### config.mk
export PLATFORM = sky130hd
export DESIGN_NAME = pipeline_debug_ctrl
export DESIGN_NICKNAME = d
export VERILOG_FILES = /design/src/rtl/pipeline_debug_ctrl.sv
export SDC_FILE = /design/constraint.sdc
export NUM_CORES = 1
export LEC_CHECK = 0
export ABC_AREA = 1
export CORE_MARGIN = 8
export CORE_UTILIZATION = 65
export CTS_CLUSTER_DIAMETER = 150
export DETAILED_ROUTE_END_ITERATION = 7
export DONT_BUFFER_PORTS = 1
export GPL_ROUTABILITY_DRIVEN = 0
export PLACE_DENSITY = 0.8
export SLEW_MARGIN = 25
export SYNTH_ARGS = -nofsm -noshare
export SYNTH_HDL_FRONTEND = slang
export SYNTH_SLANG_ARGS = --single-unit
### constraint.sdc
create_clock -name i_clock -period 3 [get_ports i_clock]
set_input_delay 0.9 -clock i_clock [delete_from_list [all_inputs] [get_ports i_clock]]
set_output_delay 0.9 -clock i_clock [all_outputs]
set_load 0.005 [all_outputs]
### src/rtl/pipeline_debug_ctrl.sv
// Host debug controller: loads a program into the MIPS pipeline over UART,
// runs it continuously or single-step, and streams write-back results back.
`timescale 1ns/1ps
module pipeline_debug_ctrl #(
    parameter int unsigned DATA_WIDTH = 32,
    parameter int unsigned ADDR_STEP  = 4,
    parameter logic [7:0]  CMD_LOAD   = 8'h4C,
    parameter logic [7:0]  CMD_CONT   = 8'h43,
    parameter logic [7:0]  CMD_STEP   = 8'h53,
    parameter logic [7:0]  CMD_NEXT   = 8'h4E
) (
    input  logic                  i_clock,
    input  logic                  i_reset,
    input  logic [7:0]            i_rx_data,
    input  logic                  i_rx_valid,
    output logic [7:0]            o_tx_data,
    output logic                  o_tx_valid,
    input  logic                  i_tx_ready,
    output logic [DATA_WIDTH-1:0] o_instruccion,
    output logic [DATA_WIDTH-1:0] o_address,
    output logic                  o_loading,
    output logic                  o_start,
    output logic                  o_step,
    input  logic                  i_finish,
    input  logic [DATA_WIDTH-1:0] i_result_wb,
    output logic                  o_busy
);

    localparam int unsigned NBYTES = DATA_WIDTH / 8;
    localparam int unsigned BCW    = (NBYTES > 1) ? $clog2(NBYTES) : 1;

    localparam logic [3:0] S_IDLE        = 4'd0;
    localparam logic [3:0] S_LOAD_CNT    = 4'd1;
    localparam logic [3:0] S_LOAD_BYTE   = 4'd2;
    localparam logic [3:0] S_LOAD_WRITE  = 4'd3;
    localparam logic [3:0] S_RUN         = 4'd4;
    localparam logic [3:0] S_STEP_WAIT   = 4'd5;
    localparam logic [3:0] S_STEP_PULSE  = 4'd6;
    localparam logic [3:0] S_STEP_SAMPLE = 4'd7;
    localparam logic [3:0] S_SEND        = 4'd8;
    localparam logic [3:0] S_DONE        = 4'd9;

    logic [3:0]            r_state,    w_state;
    logic [7:0]            r_rem,      w_rem;
    logic [BCW-1:0]        r_bcnt,     w_bcnt;
    logic [DATA_WIDTH-1:0] r_instr,    w_instr;
    logic [DATA_WIDTH-1:0] r_addr,     w_addr;
    logic [DATA_WIDTH-1:0] r_shift,    w_shift;
    logic                  r_ret_done, w_ret_done;
    logic                  r_loading,  w_loading;
    logic                  r_start,    w_start;
    logic                  r_step,     w_step;
    logic [7:0]            r_tx_data,  w_tx_data;
    logic                  r_tx_valid, w_tx_valid;
    logic                  r_busy,     w_busy;

    // State and registered outputs
    always_ff @(posedge i_clock or negedge i_reset) begin
        if (!i_reset) begin
            r_state    <= S_IDLE;
            r_rem      <= '0;
            r_bcnt     <= '0;
            r_instr    <= '0;
            r_addr     <= '0;
            r_shift    <= '0;
            r_ret_done <= 1'b0;
            r_loading  <= 1'b0;
            r_start    <= 1'b0;
            r_step     <= 1'b0;
            r_tx_data  <= '0;
            r_tx_valid <= 1'b0;
            r_busy     <= 1'b0;
        end else begin
            r_state    <= w_state;
            r_rem      <= w_rem;
            r_bcnt     <= w_bcnt;
            r_instr    <= w_instr;
            r_addr     <= w_addr;
            r_shift    <= w_shift;
            r_ret_done <= w_ret_done;
            r_loading  <= w_loading;
            r_start    <= w_start;
            r_step     <= w_step;
            r_tx_data  <= w_tx_data;
            r_tx_valid <= w_tx_valid;
            r_busy     <= w_busy;
        end
    end

    // Next-state and next-output decode
    always_comb begin
        w_state    = r_state;
        w_rem      = r_rem;
        w_bcnt     = r_bcnt;
        w_instr    = r_instr;
        w_addr     = r_addr;
        w_shift    = r_shift;
        w_ret_done = r_ret_done;
        w_loading  = 1'b0;
        w_start    = r_start;
        w_step     = 1'b0;
        w_tx_data  = r_tx_data;
        w_tx_valid = r_tx_valid;

        case (r_state)
            S_IDLE: begin
                if (i_rx_valid) begin
                    if (i_rx_data == CMD_LOAD) begin
                        w_state = S_LOAD_CNT;
                    end else if (i_rx_data == CMD_CONT) begin
                        w_state = S_RUN;
                        w_start = 1'b1;
                    end else if (i_rx_data == CMD_STEP) begin
                        w_state = S_STEP_WAIT;
                    end
                end
            end
            S_LOAD_CNT: begin
                if (i_rx_valid) begin
                    w_rem   = i_rx_data;
                    w_addr  = '0;
                    w_bcnt  = '0;
                    w_state = (i_rx_data == 8'd0) ? S_IDLE : S_LOAD_BYTE;
                end
            end
            S_LOAD_BYTE: begin
                if (i_rx_valid) begin
                    w_instr = {r_instr[DATA_WIDTH-9:0], i_rx_data};
                    if (r_bcnt == BCW'(NBYTES - 1)) begin
                        w_bcnt    = '0;
                        w_loading = 1'b1;
                        w_state   = S_LOAD_WRITE;
                    end else begin
                        w_bcnt = r_bcnt + BCW'(1);
                    end
                end
            end
            S_LOAD_WRITE: begin
                w_addr  = r_addr + DATA_WIDTH'(ADDR_STEP);
                w_rem   = r_rem - 8'd1;
                w_state = (r_rem == 8'd1) ? S_IDLE : S_LOAD_BYTE;
            end
            S_RUN: begin
                if (i_finish) begin
                    w_start    = 1'b0;
                    w_shift    = i_result_wb;
                    w_tx_data  = i_result_wb[DATA_WIDTH-1 -: 8];
                    w_tx_valid = 1'b1;
                    w_bcnt     = '0;
                    w_ret_done = 1'b1;
                    w_state    = S_SEND;
                end
            end
            S_STEP_WAIT: begin
                if (i_rx_valid && (i_rx_data == CMD_NEXT)) begin
                    w_step  = 1'b1;
                    w_state = S_STEP_PULSE;
                end
            end
            S_STEP_PULSE: begin
                w_state = S_STEP_SAMPLE;
            end
            S_STEP_SAMPLE: begin
                w_shift    = i_result_wb;
                w_tx_data  = i_result_wb[DATA_WIDTH-1 -: 8];
                w_tx_valid = 1'b1;
                w_bcnt     = '0;
                w_ret_done = i_finish;
                w_state    = S_SEND;
            end
            S_SEND: begin
                if (i_tx_ready) begin
                    if (r_bcnt == BCW'(NBYTES - 1)) begin
                        w_tx_valid = 1'b0;
                        w_bcnt     = '0;
                        w_state    = r_ret_done ? S_DONE : S_STEP_WAIT;
                    end else begin
                        w_bcnt    = r_bcnt + BCW'(1);
                        w_shift   = r_shift << 8;
                        w_tx_data = r_shift[DATA_WIDTH-9 -: 8];
                    end
                end
            end
            S_DONE: begin
                // Halt marker goes out after the gap cycle that follows the result
                if (!r_tx_valid) begin
                    w_tx_valid = 1'b1;
                    w_tx_data  = 8'hFF;
                end else if (i_tx_ready) begin
                    w_tx_valid = 1'b0;
                    w_state    = S_IDLE;
                end
            end
            default: begin
                w_state = S_IDLE;
            end
        endcase

        w_busy = (w_state != S_IDLE);
    end

    assign o_tx_data     = r_tx_data;
    assign o_tx_valid    = r_tx_valid;
    assign o_instruccion = r_instr;
    assign o_address     = r_addr;
    assign o_loading     = r_loading;
    assign o_start       = r_start;
    assign o_step        = r_step;
    assign o_busy        = r_busy;

endmodule

==> results of run 1 <==
## per-stage QoR
step	instances	instance area, sq um	setup WS (ns)	power (W)	utilization
2_1_floorplan	722	5820	1.26	0.00419	-
3_5_place_dp	810	5850	0.877	0.00462	0.674
6_report	842	6410	0.788	0.00654	0.739
5_1_grt	842	6410	0.547	0.00701	0.739
3_3_place_gp	810	5850	0.924	0.00451	0.674
4_1_cts	842	6410	0.841	0.00657	0.739
## final timing paths
| check | from | end | slack, ns | cells past startpoint |
|---|---|---|---|---|
| max | r_state[1] | r_shift[13] | 0.79 | 8 |
| min | i_reset | o_instruccion[21] | 0.08 | 0 |
| max reg2reg | r_state[1] | r_shift[13] | 0.79 | 8 |
| min reg2reg | r_bcnt[1] | r_bcnt[1] | 0.49 | 2 |
| max in group asynchronous | i_reset | o_address[28] | 2.75 | 0 |
| min in group i_clock | r_bcnt[1] | r_bcnt[1] | 0.49 | 2 |
## where the power goes
part,internal (W),total [W],switching (W)
sequential,0.00219,0.00284,0.000644
combinational,0.000672,0.00179,0.00112
clock,0.00120,0.00191,0.000711
total,0.00406,0.00654,0.00247
## kinds of logic (layout without fill, tap and decap cells)
kind of cell / count (synthesis) / count (layout)
compound gates: 119 / 119
xor+xnor: 4 / 4
fa+ha+maj: 4 / 4
buf+inv: 107 / 119
flops: 114 / 114
mux: 24 / 24
other cells: 1 / 2
simple gates: 348 / 348
## layout make-up
class | instances | area (sq um)
multi-input cells | 501 | 2520
clock buffers | 19 | 432
inverters | 83 | 312
flip-flops and latches | 114 | 2850
well taps | 108 | 135
repair buffers | 4 | 30.0
fillers | 660 | 2260
clock inverters | 13 | 136
## placed cells by master (no fill, tap or decap), types with 2 or more instances in the layout
cell type,synthesis,final
a21oi_1,11,11
a21oi_2,8,8
and2_1,2,2
buf_4,2,4
bufinv_16,0,2
clkbuf_16,0,16
clkbuf_8,0,2
clkinv_2,0,4
clkinv_4,0,2
clkinvlp_4,0,4
conb_1,1,2
dfrtp_1,114,114
ha_1,4,4
inv_1,76,76
inv_2,6,6
mux2_2,23,23
nand2_1,182,182
nand2_2,6,6
nand3_1,46,46
nand3_2,2,2
nand3b_1,3,3
nand4_1,10,10
nor2_1,85,85
nor2_4,3,4
nor3_1,7,7
o21ai_0,53,53
o21ai_1,22,22
o221ai_1,6,6
o22ai_1,12,12
o31ai_1,2,2
xor2_1,3,3
## critical path: stages (launching register included)
cell and delay (ns):
dfrtp_1 0.42, nor2_1 0.18, nand2_2 0.43, nand2_2 0.24, nand2_1 0.11, nor2_4 0.09, buf_4 0.40, nand2_1 0.12
o21ai_1 0.12
## registers in the layout, indices dropped and copies added, names as in the netlist
register,count
r_bcnt,2
o_tx_valid,1
o_busy,1
o_start,1
r_ret_done,1
o_instruccion,32
o_step,1
r_rem,8
o_loading,1
o_address,30
o_tx_data,8
r_state,4
r_shift,24
## layer usage
metal  vias up  global-route usage
li1       2342                   -
met1      2269               0.271
met2       217               0.372
met3        24              0.0915
met4         0              0.0775
met5         -                   0
==> results_dict.tcl, run 1 <==
set metrics [dict create \
    outcome "complete, no violations" \
    cts_hold_repair.buffers 0 \
    hp-class "primary input to asynchronous set/reset pin" \
    area_growth_pct 10.4 \
    yosys.area.top_type_share 0.491 \
    drt_iter0_drc 350 \
    overflow 0 \
    synthFlopType "dfrtp_1" \
    required_ns 3.43 \
    chipHeight_um 111 \
    dr.pass1.iters 5 \
    hold_viol_final 0 \
    dpl.hpwl_um 9750 \
    drv_slew 0 \
    avgViaCountPerCell 5.76 \
    grt_max_degree 115 \
    netlist-cell-type-count 37 \
    htreeDepth 4 \
    ys_seq_elements 114 \
    synthTopCellsByCount "182 x nand2_1, 114 x dfrtp_1, 85 x nor2_1, 76 x inv_1, 53 x o21ai_0" \
    synthXorXnorAreaFrac 0.00603 \
    synth.area.mux_share 0.0463 \
    syn_area_sq_um 5810 \
    finalSetupViolCount 0 \
    synth_top_area_cell "dfrtp_1" \
    crit_type "flop to flop" \
    wl_met1_um 5510 \
    wl_met3_um 1520 \
    async_flop_share 1.00 \
    relSlewSlack 0.533 \
    synthCells 721 \
    antennaDiodeCount 0 \
    dr.max_layer_used "met4" \
    yosys.area_share.adder 0.00861 \
    synthSimpleGateAreaFrac 0.253 \
    synth_top_family_by_area "simple AND/OR/NAND/NOR gates" \
    cp-start-kind "flop" \
    numCtsBuffers 17 \
    wire_per_inst_um 16.5 \
    yosysMostFrequentCell "nand2_1" \
    grt_pass1_wl_um 23300 \
    postRouteAntennaNets 0 \
    tritoncts "yes" \
    rsz0062_at_grt "no" \
    cts_buffer_depth 2 \
    cts_setup_buffers 0 \
    clk_latency_ns 0.51 \
    numPortBuffers 0 \
    whs_ns 0.0828 \
    die_w_um 111 \
    crit_path_max_fanout 48 \
    tightest_slew_ns 0.698 \
    cts-resized-gates 0 \
    synth.avg_cell_area_sq_um 8.06 \
    synth_enable_flop_cells 0 \
    finalCriticalPeriod_ns 2.21 \
    crit_path_end_kind "flop" \
    cts.sinks 114 \
    synth_seq_area_share 0.491 \
    antenna_found_initial 0 \
    dieArea_sq_um 12200 \
    fp-row-count 34 \
    drv_cap 0 \
    netlist_top_cells_area "dfrtp_1 49%, nand2_1 12%, nor2_1 5.5%" \
    vias 4852 \
    finalCritPeriodShare 0.737 \
    cts-root-buf "clkbuf_8" \
    drive_above_1_share 0.117 \
    p_per_area_nw_per_um2 1020 \
    grt_pass1_vias 4779 \
    clk_pin_slew_ns 0.06 \
    io_pins 122 \
    yosysWarnings 0 \
    leakagePower_nw 3.07 \
    route.detailed.drc 0 \
    coreArea_sq_um 8680 \
    start_util 0.670 \
    crit_arrival_ns 2.64 \
    drt_wl_total_um 13900 \
    synth_compound_area_frac 0.117 \
    finClkSkew_ns 0.00819 \
    ir_drop_mv 0.479 \
    tns_ns 0 \
    grt_util_all_layers 0.230 \
    max_freq_mhz 452 \
    dr_wl_met2_um 6700 \
    fin_nets 770 \
]
Note: power is estimated with default switching activity, not from simulation.
==> run 2, diff against run 1 <==
--- a/config.mk
+++ b/config.mk
@@ -7,12 +7,12 @@
 export LEC_CHECK = 0
 export ABC_AREA = 1
 export CORE_MARGIN = 8
-export CORE_UTILIZATION = 65
+export CORE_UTILIZATION = 64
 export CTS_CLUSTER_DIAMETER = 150
 export DETAILED_ROUTE_END_ITERATION = 7
 export DONT_BUFFER_PORTS = 1
 export GPL_ROUTABILITY_DRIVEN = 0
-export PLACE_DENSITY = 0.8
+export PLACE_DENSITY = 0.79
 export SLEW_MARGIN = 25
 export SYNTH_ARGS = -nofsm -noshare
 export SYNTH_HDL_FRONTEND = slang
==> constraint.sdc (replaced) <==
create_clock -name i_clock -period 2.2 [get_ports i_clock]
set_input_delay 0.66 -clock i_clock [delete_from_list [all_inputs] [get_ports i_clock]]
set_output_delay 0.66 -clock i_clock [all_outputs]
set_load 0.005 [all_outputs]
==> results_dict.tcl, run 2 (same netlist as run 1, synthesis figures left out) <==
set metrics [dict create \
    route.detailed.drc 0 \
    clk_pin_slew_ns 0.06 \
    grt_pass1_wl_um 23500 \
    crit_start "r_state[3]" \
    max_freq_mhz 482 \
    tightest_slew_ns 0.617 \
    fin_nets 776 \
    rr_endpoint "r_rem[1]" \
    fin_area_sq_um 6530 \
    hold_viol_final 114 \
    drt_wl_total_um 14200 \
    crit_path_max_fanout 12 \
    dieArea_sq_um 12400 \
    die_w_um 111 \
    p_per_area_nw_per_um2 1400 \
    coreArea_sq_um 8760 \
    io_pins 122 \
    finalCriticalPeriod_ns 2.08 \
    fp-row-count 34 \
    drv_cap 0 \
    chipHeight_um 111 \
    r2r_setup_slack_ns 0.12 \
    whs_ns -0.159 \
    clk_latency_ns 0.51 \
    postRouteAntennaNets 0 \
    drive_above_1_share 0.127 \
    rsz0062_at_grt "no" \
    area_growth_pct 12.3 \
    dpl_cell_area_sq_um 5880 \
    start_util 0.663 \
    grt_pass1_vias 4831 \
    avgViaCountPerCell 5.79 \
    antennaDiodeCount 0 \
    required_ns 2.57 \
    leakagePower_nw 3.12 \
    violations "negative hold slack" \
    final_util 0.745 \
    vias 4908 \
    crit_type "flop to flop" \
    tns_ns 0 \
    final_common_cell "nand2_1" \
    final-seq-area_sq_um 2850 \
    cts_buffer_depth 2 \
    drt_iter0_drc 314 \
    relSlewSlack 0.588 \
    dpl.hpwl_um 9860 \
    ir_drop_mv 0.706 \
    htreeDepth 4 \
    grt_max_degree 115 \
    final_cell_mix "182 x nand2_1, 114 x dfrtp_1, 85 x nor2_1, 75 x inv_1, 53 x o21ai_0" \
    wire_per_inst_um 16.8 \
    overflow 0 \
    numPortBuffers 0 \
    drv_slew 0 \
    finalCritPeriodShare 0.944 \
    grt_util_all_layers 0.229 \
    fill_cells 645 \
    crit_arrival_ns 2.45 \
    r2r-start "r_state[3]" \
    cp-start-kind "flop" \
    largest_reg_flops 32 \
    finClkSkew_ns 0.0103 \
    crit_path_end_kind "flop" \
    numCtsBuffers 17 \
    worstRegToRegCells 9 \
    hp-class "primary input to asynchronous set/reset pin" \
    cts-root-buf "clkbuf_8" \
    tritoncts "yes" \
    antenna_found_initial 0 \
    outcome "complete, but fails checks" \
    cts.sinks 114 \
    multi_input_area_sq_um 2530 \
    dr.pass1.iters 5 \
    finalSetupViolCount 0 \
]
## run 2: routing by layer
| layer | global-route usage | share of wire | vias up |
|---|---|---|---|
| met5 | 0 | 0 | - |
| met4 | 0.0836 | 0.018 | 0 |
| met3 | 0.0925 | 0.11 | 35 |
| met2 | 0.367 | 0.48 | 232 |
| met1 | 0.271 | 0.40 | 2281 |
| li1 | - | - | 2360 |
## run 2: final cells by class
cell class	count	share of cell area
Inverter	83	0.0483
Clock inverter	14	0.0270
Tap cell	108	0.0207
Sequential cell	114	0.437
Timing Repair Buffer	9	0.0142
Multi-Input combinational cell	502	0.387
Clock buffer	18	0.0656
## run 2: worst max-delay path by stage
stage                     to  slack, ns  cells after the start
2_1_floorplan         o_busy       0.70                      8
3_3_place_gp        r_rem[3]       0.27                      8
3_5_place_dp        r_rem[3]       0.15                      8
4_1_cts           r_shift[0]       0.14                      7
5_1_grt        o_address[17]       0.01                      9
6_report            r_rem[1]       0.12                      9
## run 2: worst max-delay path, stage by stage (launching register included)
cell and delay (ns):
dfrtp_1 0.40, inv_1 0.08, nand2_1 0.14, nor2_4 0.30
inv_2 0.19, nand2_1 0.30, clkinvlp_4 0.21, buf_12 0.17
nand2_1 0.05, o221ai_1 0.11
## run 2: report_power, final
group          total (W)  internal, W  leakage, nW  switching (W)
sequential       0.00388      0.00299         1.45       0.000891
clock            0.00277      0.00177        0.281        0.00101
combinational    0.00251     0.000949         1.39        0.00156
## run 2: timing repair
| item | 4_1_cts | 5_1_grt |
|---|---|---|
| resized for setup | 0 | 2 |
| setup buffers | 0 | 2 |
| hold endpoints to repair | 114 | 114 |
| setup endpoints to repair | 0 | 15 |
## run 2: through the flow
stage / instances / total power (W) / worst slack (ns)
after floorplan: 722 / 0.00571 / 0.705
after global placement: 813 / 0.00617 / 0.268
after detailed placement: 813 / 0.00632 / 0.154
after CTS: 845 / 0.00915 / 0.137
after global routing: 848 / 0.00981 / 0.0127
final: 848 / 0.00916 / 0.124
